File: src/rtl/fp_to_fixed_conv_if.sv
// Valid/ready stream bundle for the float-to-fixed converter.
// FP2FIX_SAT_FLAG_EN adds the per-word saturation flag on the master side.
interface fp_to_fixed_conv_if #(parameter int W = 32);
  logic [W-1:0] data;
  logic         valid;
  logic         ready;
`ifdef FP2FIX_SAT_FLAG_EN
  logic         sat;
  modport master (output data, valid, sat, input ready);
`else
  modport master (output data, valid, input ready);
`endif
  modport slave  (input data, valid, output ready);
endinterface

File: src/rtl/fp_to_fixed_conv.sv
// Two-stage float-to-fixed converter: S1 unpacks {sign,exp,man}, S2 shifts/rounds/saturates.
// Optional macro FP2FIX_SAT_FLAG_EN exports a registered saturation flag on out_m.sat.
module fp_to_fixed_conv #(
  parameter int EXPONENT   = 8,
  parameter int MANTISSA   = 23,
  parameter int FIX_WIDTH  = 32,
  parameter int FRAC_WIDTH = 16
) (
  input  logic                 clk,
  input  logic                 rst,
  fp_to_fixed_conv_if.slave    in_s,
  fp_to_fixed_conv_if.master   out_m
);
  localparam int BIAS   = 2**(EXPONENT-1) - 1;
  localparam int SH_OFS = BIAS - FRAC_WIDTH + MANTISSA;
  localparam int WIDE   = MANTISSA + FIX_WIDTH + 2;
  localparam logic [WIDE-1:0] LIM_POS = {{(WIDE-FIX_WIDTH+1){1'b0}}, {(FIX_WIDTH-1){1'b1}}};
  localparam logic [WIDE-1:0] LIM_NEG = LIM_POS + 1'b1;

  logic [2:1]                 vld_pipe;
  logic                       s1_adv, s2_adv;

  logic                       s1_sign, s1_zero, s1_inf;
  logic [MANTISSA:0]          s1_mag;
  logic signed [EXPONENT+1:0] s1_sh;

  logic [FIX_WIDTH-1:0]       out_data_q, res;
  logic [WIDE-1:0]            mag_w;
  logic                       big, ovf;
  int                         sh_i;
`ifdef FP2FIX_SAT_FLAG_EN
  logic                       sat_q, res_sat;
`endif

  wire                        in_sign = in_s.data[EXPONENT+MANTISSA];
  wire [EXPONENT-1:0]         in_exp  = in_s.data[EXPONENT+MANTISSA-1:MANTISSA];
  wire [MANTISSA-1:0]         in_man  = in_s.data[MANTISSA-1:0];

  assign s2_adv     = !vld_pipe[2] || out_m.ready;
  assign s1_adv     = !vld_pipe[1] || s2_adv;
  assign in_s.ready = s1_adv;

  always_ff @(posedge clk) begin
    if (s1_adv && in_s.valid) begin
      s1_sign <= in_sign;
      s1_zero <= (in_exp == '0);
      s1_inf  <= (in_exp == '1);
      s1_mag  <= {1'b1, in_man};
      s1_sh   <= $signed({2'b00, in_exp}) - (EXPONENT+2)'(SH_OFS);
    end
  end

  // Overflow is decided on the full-width magnitude, before truncation to FIX_WIDTH.
  always_comb begin
    mag_w = '0;
    big   = 1'b0;
    sh_i  = int'(s1_sh);
    if (sh_i >= 0) begin
      if (sh_i >= FIX_WIDTH) big = 1'b1;
      else                   mag_w = WIDE'(s1_mag) << sh_i;
    end else if (-sh_i < MANTISSA + 2) begin
      mag_w = (WIDE'(s1_mag) + (WIDE'(1) << (-sh_i - 1))) >> (-sh_i);
    end
    ovf = big || (s1_sign ? (mag_w > LIM_NEG) : (mag_w > LIM_POS));
    res = s1_sign ? -mag_w[FIX_WIDTH-1:0] : mag_w[FIX_WIDTH-1:0];
    if (s1_zero)             res = '0;
    else if (s1_inf || ovf)  res = s1_sign ? {1'b1, {(FIX_WIDTH-1){1'b0}}}
                                           : {1'b0, {(FIX_WIDTH-1){1'b1}}};
`ifdef FP2FIX_SAT_FLAG_EN
    res_sat = !s1_zero && (s1_inf || ovf);
`endif
  end

  always_ff @(posedge clk) begin
    if (rst) begin
      vld_pipe   <= '0;
      out_data_q <= '0;
`ifdef FP2FIX_SAT_FLAG_EN
      sat_q      <= 1'b0;
`endif
    end else begin
      if (s2_adv) begin
        vld_pipe[2] <= vld_pipe[1];
        if (vld_pipe[1]) begin
          out_data_q <= res;
`ifdef FP2FIX_SAT_FLAG_EN
          sat_q      <= res_sat;
`endif
        end
      end
      if (s1_adv) vld_pipe[1] <= in_s.valid;
    end
  end

  assign out_m.data  = out_data_q;
  assign out_m.valid = vld_pipe[2];
`ifdef FP2FIX_SAT_FLAG_EN
  assign out_m.sat   = sat_q;
`endif
endmodule

File: src/flat_wrapper.sv
// flat-port wrapper written by rule: the top's interface ports become plain ports
module fp_to_fixed_conv_flat 
#(
  parameter int EXPONENT   = 8,
  parameter int MANTISSA   = 23,
  parameter int FIX_WIDTH  = 32,
  parameter int FRAC_WIDTH = 16
)
  (clk, rst, in_s_data, in_s_valid, in_s_ready, out_m_data, out_m_valid, out_m_ready);
  fp_to_fixed_conv_if #(.W(32)) in_s_i ();
  fp_to_fixed_conv_if #(.W(32)) out_m_i ();
  input  logic clk;
  input  logic rst;
  input wire logic [$bits(in_s_i.data)-1:0] in_s_data;
  input wire logic [$bits(in_s_i.valid)-1:0] in_s_valid;
  output wire logic [$bits(in_s_i.ready)-1:0] in_s_ready;
  output wire logic [$bits(out_m_i.data)-1:0] out_m_data;
  output wire logic [$bits(out_m_i.valid)-1:0] out_m_valid;
  input wire logic [$bits(out_m_i.ready)-1:0] out_m_ready;
  assign in_s_i.data = in_s_data;
  assign in_s_i.valid = in_s_valid;
  assign in_s_ready = in_s_i.ready;
  assign out_m_data = out_m_i.data;
  assign out_m_valid = out_m_i.valid;
  assign out_m_i.ready = out_m_ready;
  fp_to_fixed_conv #(.EXPONENT(EXPONENT), .MANTISSA(MANTISSA), .FIX_WIDTH(FIX_WIDTH), .FRAC_WIDTH(FRAC_WIDTH)) u_core (.clk(clk), .rst(rst), .in_s(in_s_i), .out_m(out_m_i));
endmodule
File: config.mk
export PLATFORM = sky130hd
export DESIGN_NAME = fp_to_fixed_conv_flat
export DESIGN_NICKNAME = d
export VERILOG_FILES = /design/src/rtl/fp_to_fixed_conv_if.sv /design/src/rtl/fp_to_fixed_conv.sv /design/src/flat_wrapper.sv
export SDC_FILE = /design/constraint.sdc
export NUM_CORES = 1
export LEC_CHECK = 0
export ABC_AREA = 1
export CAP_MARGIN = 20
export CORE_MARGIN = 2
export CORE_UTILIZATION = 55
export CTS_CLUSTER_DIAMETER = 50
export DETAILED_ROUTE_END_ITERATION = 7
export GPL_TIMING_DRIVEN = 0
export PLACE_DENSITY = 0.84
export SYNTH_ARGS = -nofsm -noshare
export SYNTH_HDL_FRONTEND = slang
export SYNTH_SLANG_ARGS = --single-unit
File: constraint.sdc
create_clock -name clk -period 7.8 [get_ports clk]
set_input_delay 1.56 -clock clk [delete_from_list [all_inputs] [get_ports clk]]
set_output_delay 1.56 -clock clk [all_outputs]
set_load 0.05 [all_outputs]
==> metrics.csv <==
metric;value;unit
uppermost routed layer;met4;
Slew Limit Headroom;0.448;
Antenna Cells;0;
Critical Path Stages;64;
Avg WL per Cell;20.2;um
Clock Skew;0.0124;ns
setup TNS;-14.82;ns
number of clock sinks;69;
vias in the first global route;14100;
Ports;70;
setup violators final;32;
CP max stage delay;0.39;ns
Area Growth Syn to Fin;32.3;%
DR iter-0 viols;1944;
Pleak;6.71;nW
Post-route DRC;1;
Top cell by count, worst path;nand2_2;
first-pass GRT wire length;75200;um
Synth Register Bits;69;
CTS tree;built;
CTS Hold Buffers Added;0;
Power per Cell Area;117;nW/um^2
GRT Util Overall;0.440;
Routed WL;50800;um
fin nets;2310;
Die W;147;um
Cells after DPL;2368;
Post-synth ARST share;0;
Post-synth top flop;edfxtp_1;
Post-Layout Cell Count;2512;
fin worst setup slack;-0.558;ns
critical path data required time;8.08;ns
Synth area leader;nand2_1;
reg-to-reg slack, setup;-0.56;ns
WP buf/inv;12;
Metal-1 WL;19400;um
Die Y;147;um
Core ar.;20100;sq um
Die Area;21500;sq um
Post-Syn Area;11200;sq um
Cells after Synth;2029;
gr ovfl total;0;
initial antenna violation count;0;
max-slew violations;0;
Root Buffer;clkbuf_16;
WHS;0.471;ns
crit path launch;u_core.s1_sh[0];
Reg-to-Reg End;u_core.out_m.data[15];
met2 routed WL;21200;um
critical path launch point type;flop;
met3 wire len;6800;um
FP Rows;52;
I/O Buffers;68;
fin crit period;8.36;ns
Seq/Total Area, Yosys;0.154;
Least-Margin Pin Slew;0.825;ns
global placer's final weighted congestion;1.08;
routed via count;15800;
WP data arrival;8.64;ns
drt first pass iters;8;
clock slew at reported path FFs;0.06;ns
H-tree depth;3;
Via density;6.30;
outcome;finished, violations left;
post-route ant nets;0;
worst hold path type;reg -> reg;
Post-synth EDFFs;35;
Core Util, Final;0.738;
TritonCTS buffer count;9;
RR Startpoint;u_core.s1_sh[0];
leading cell type in the layout, fill and taps excluded;nand2_1;
multi-input combinational cell area;9370;sq um
top cells by area, synth;nand2_1 21%, edfxtp_1 9.4%, nor2_1 8.7%;
Mapped Nets;2102;
Clk Latency, worst-skew pair;0.35;ns
Starting Density;0.558;
layout cell share with drive strength beyond 1;0.233;
Max Fclk;120;MHz
crit path capture type;flop;
CP delay by family, top;simple AND/OR/NAND/NOR gates;
Worst path slowest cell;edfxtp_1;
worst reg2reg path depth;64;
max_cap viols;0;
Final Hold Vio Count;0;
largest net degree at the start of global routing;31;
share of the synthesized area in the top cell type;0.214;
commonest non-fill, non-tap cells in the layout;563 x nand2_1, 227 x nor2_1, 173 x inv_1;
FF+latch area;1730;sq um
unrepaired setup endpoints after global routing;true;
Longest Clk Path Bufs;2;
Worst VDD drop;0.109;mV
HPWL after DPL;37000;um
peak fanout along the critical path;5;
Netlist cell types;59;
critical path type;reg -> reg;
violated checks;DRC, setup timing;
FILL cells;1619;
crit path to;u_core.out_m.data[15];
yosys warns;0;
final cycle utilization of the critical path;1.07;
Avg Synthesized Cell Area;5.53;sq um
[layout make-up]
type,count,share of cell area
Tap cell,270,0.0228
Sequential cell,69,0.117
Buffer,87,0.0320
Multi-Input combinational cell,1648,0.631
Timing Repair Buffer,202,0.119
Inverter,220,0.0579
Clock buffer,12,0.0189
Clock inverter,4,0.00186
[power by group]
part	internal [mW]	leakage (nW)	switching, mW
Sequential	0.404	0.619	0.0207
Clock	0.256	0.156	0.175
Combinational	0.278	5.93	0.599
[per-layer routing]
layer / vias to the layer above / global-route usage
li1: 7105 / -
met1: 7075 / 0.584
met2: 1321 / 0.663
met3: 333 / 0.120
met4: 0 / 0.209
met5: - / 0
[kinds of logic (layout without fill, tap and decap cells)]
family	count (synthesis)	count (layout)	synth area share
and+or+nand+nor	1276	1276	0.505
buffers and inverters	312	525	0.114
AOI/OAI and AO/OA	299	299	0.154
DFF	69	69	0.154
adders and majority gates	37	37	0.0420
muxes	19	19	0.0170
xor gates and xnor gates	17	17	0.0133
[timing repair]
item                       in CTS  in global routing
pin swaps                      88                 99
cloned                          3                  0
resized for setup             190                162
buffers inserted               85                 46
setup endpoints to repair      32                 32
[sequential cells by signal, indices dropped and copies added, names as in the netlist]
| register | flops |
|---|---|
| u_core.vld_pipe | 2 |
| u_core.s1_sh | 9 |
| u_core.s1_sign | 1 |
| u_core.s1_zero | 1 |
| u_core.s1_mag | 23 |
| u_core.out_m.data | 32 |
| u_core.s1_inf | 1 |
[per-stage QoR]
stage                     setup WS [ns]  area (sq um)  power, mW
after detailed placement          -2.69         12300       1.13
after floorplan                0.000814         11200      0.927
after CTS                        -0.227         13900       1.62
after global routing             -0.942         14800       1.80
after global placement            -2.49         12200       1.12
final                            -0.558         14800       1.73
[tightest hold or removal path, stage by stage (launching register included)]
cell and delay (ns):
dfxtp_1 0.31, nand2_1 0.06, a21oi_1 0.05
[synthesized netlist by cell type, types with 12 or more instances]
library cell and count:
nand2_1 639, nor2_1 259, inv_1 192, nand3_1 181
o21ai_0 135, a21oi_1 64, nand4_1 59, clkbuf_1 45
nor3_1 38, ha_1 36, edfxtp_1 35, dfxtp_1 34
o22ai_1 25, nand2_2 23, buf_1 19, mux2i_1 19
nor2_2 19, inv_2 17, buf_2 15, a21oi_2 14
o211ai_1 12
[worst min path at each step]
stage / start / end / slack (ns) / cells after the start
2_1_floorplan: u_core.s1_zero / u_core.out_m.data[31] / 0.53 / 3
3_3_place_gp: u_core.out_m.data[11] / u_core.out_m.data[11] / 0.45 / 2
3_5_place_dp: u_core.out_m.data[11] / u_core.out_m.data[11] / 0.46 / 2
4_1_cts: u_core.out_m.data[11] / u_core.out_m.data[11] / 0.46 / 2
5_1_grt: u_core.out_m.data[18] / u_core.out_m.data[18] / 0.49 / 2
6_report: u_core.out_m.data[18] / u_core.out_m.data[18] / 0.47 / 2
No activity file was read; power rests on OpenSTA's default activity.
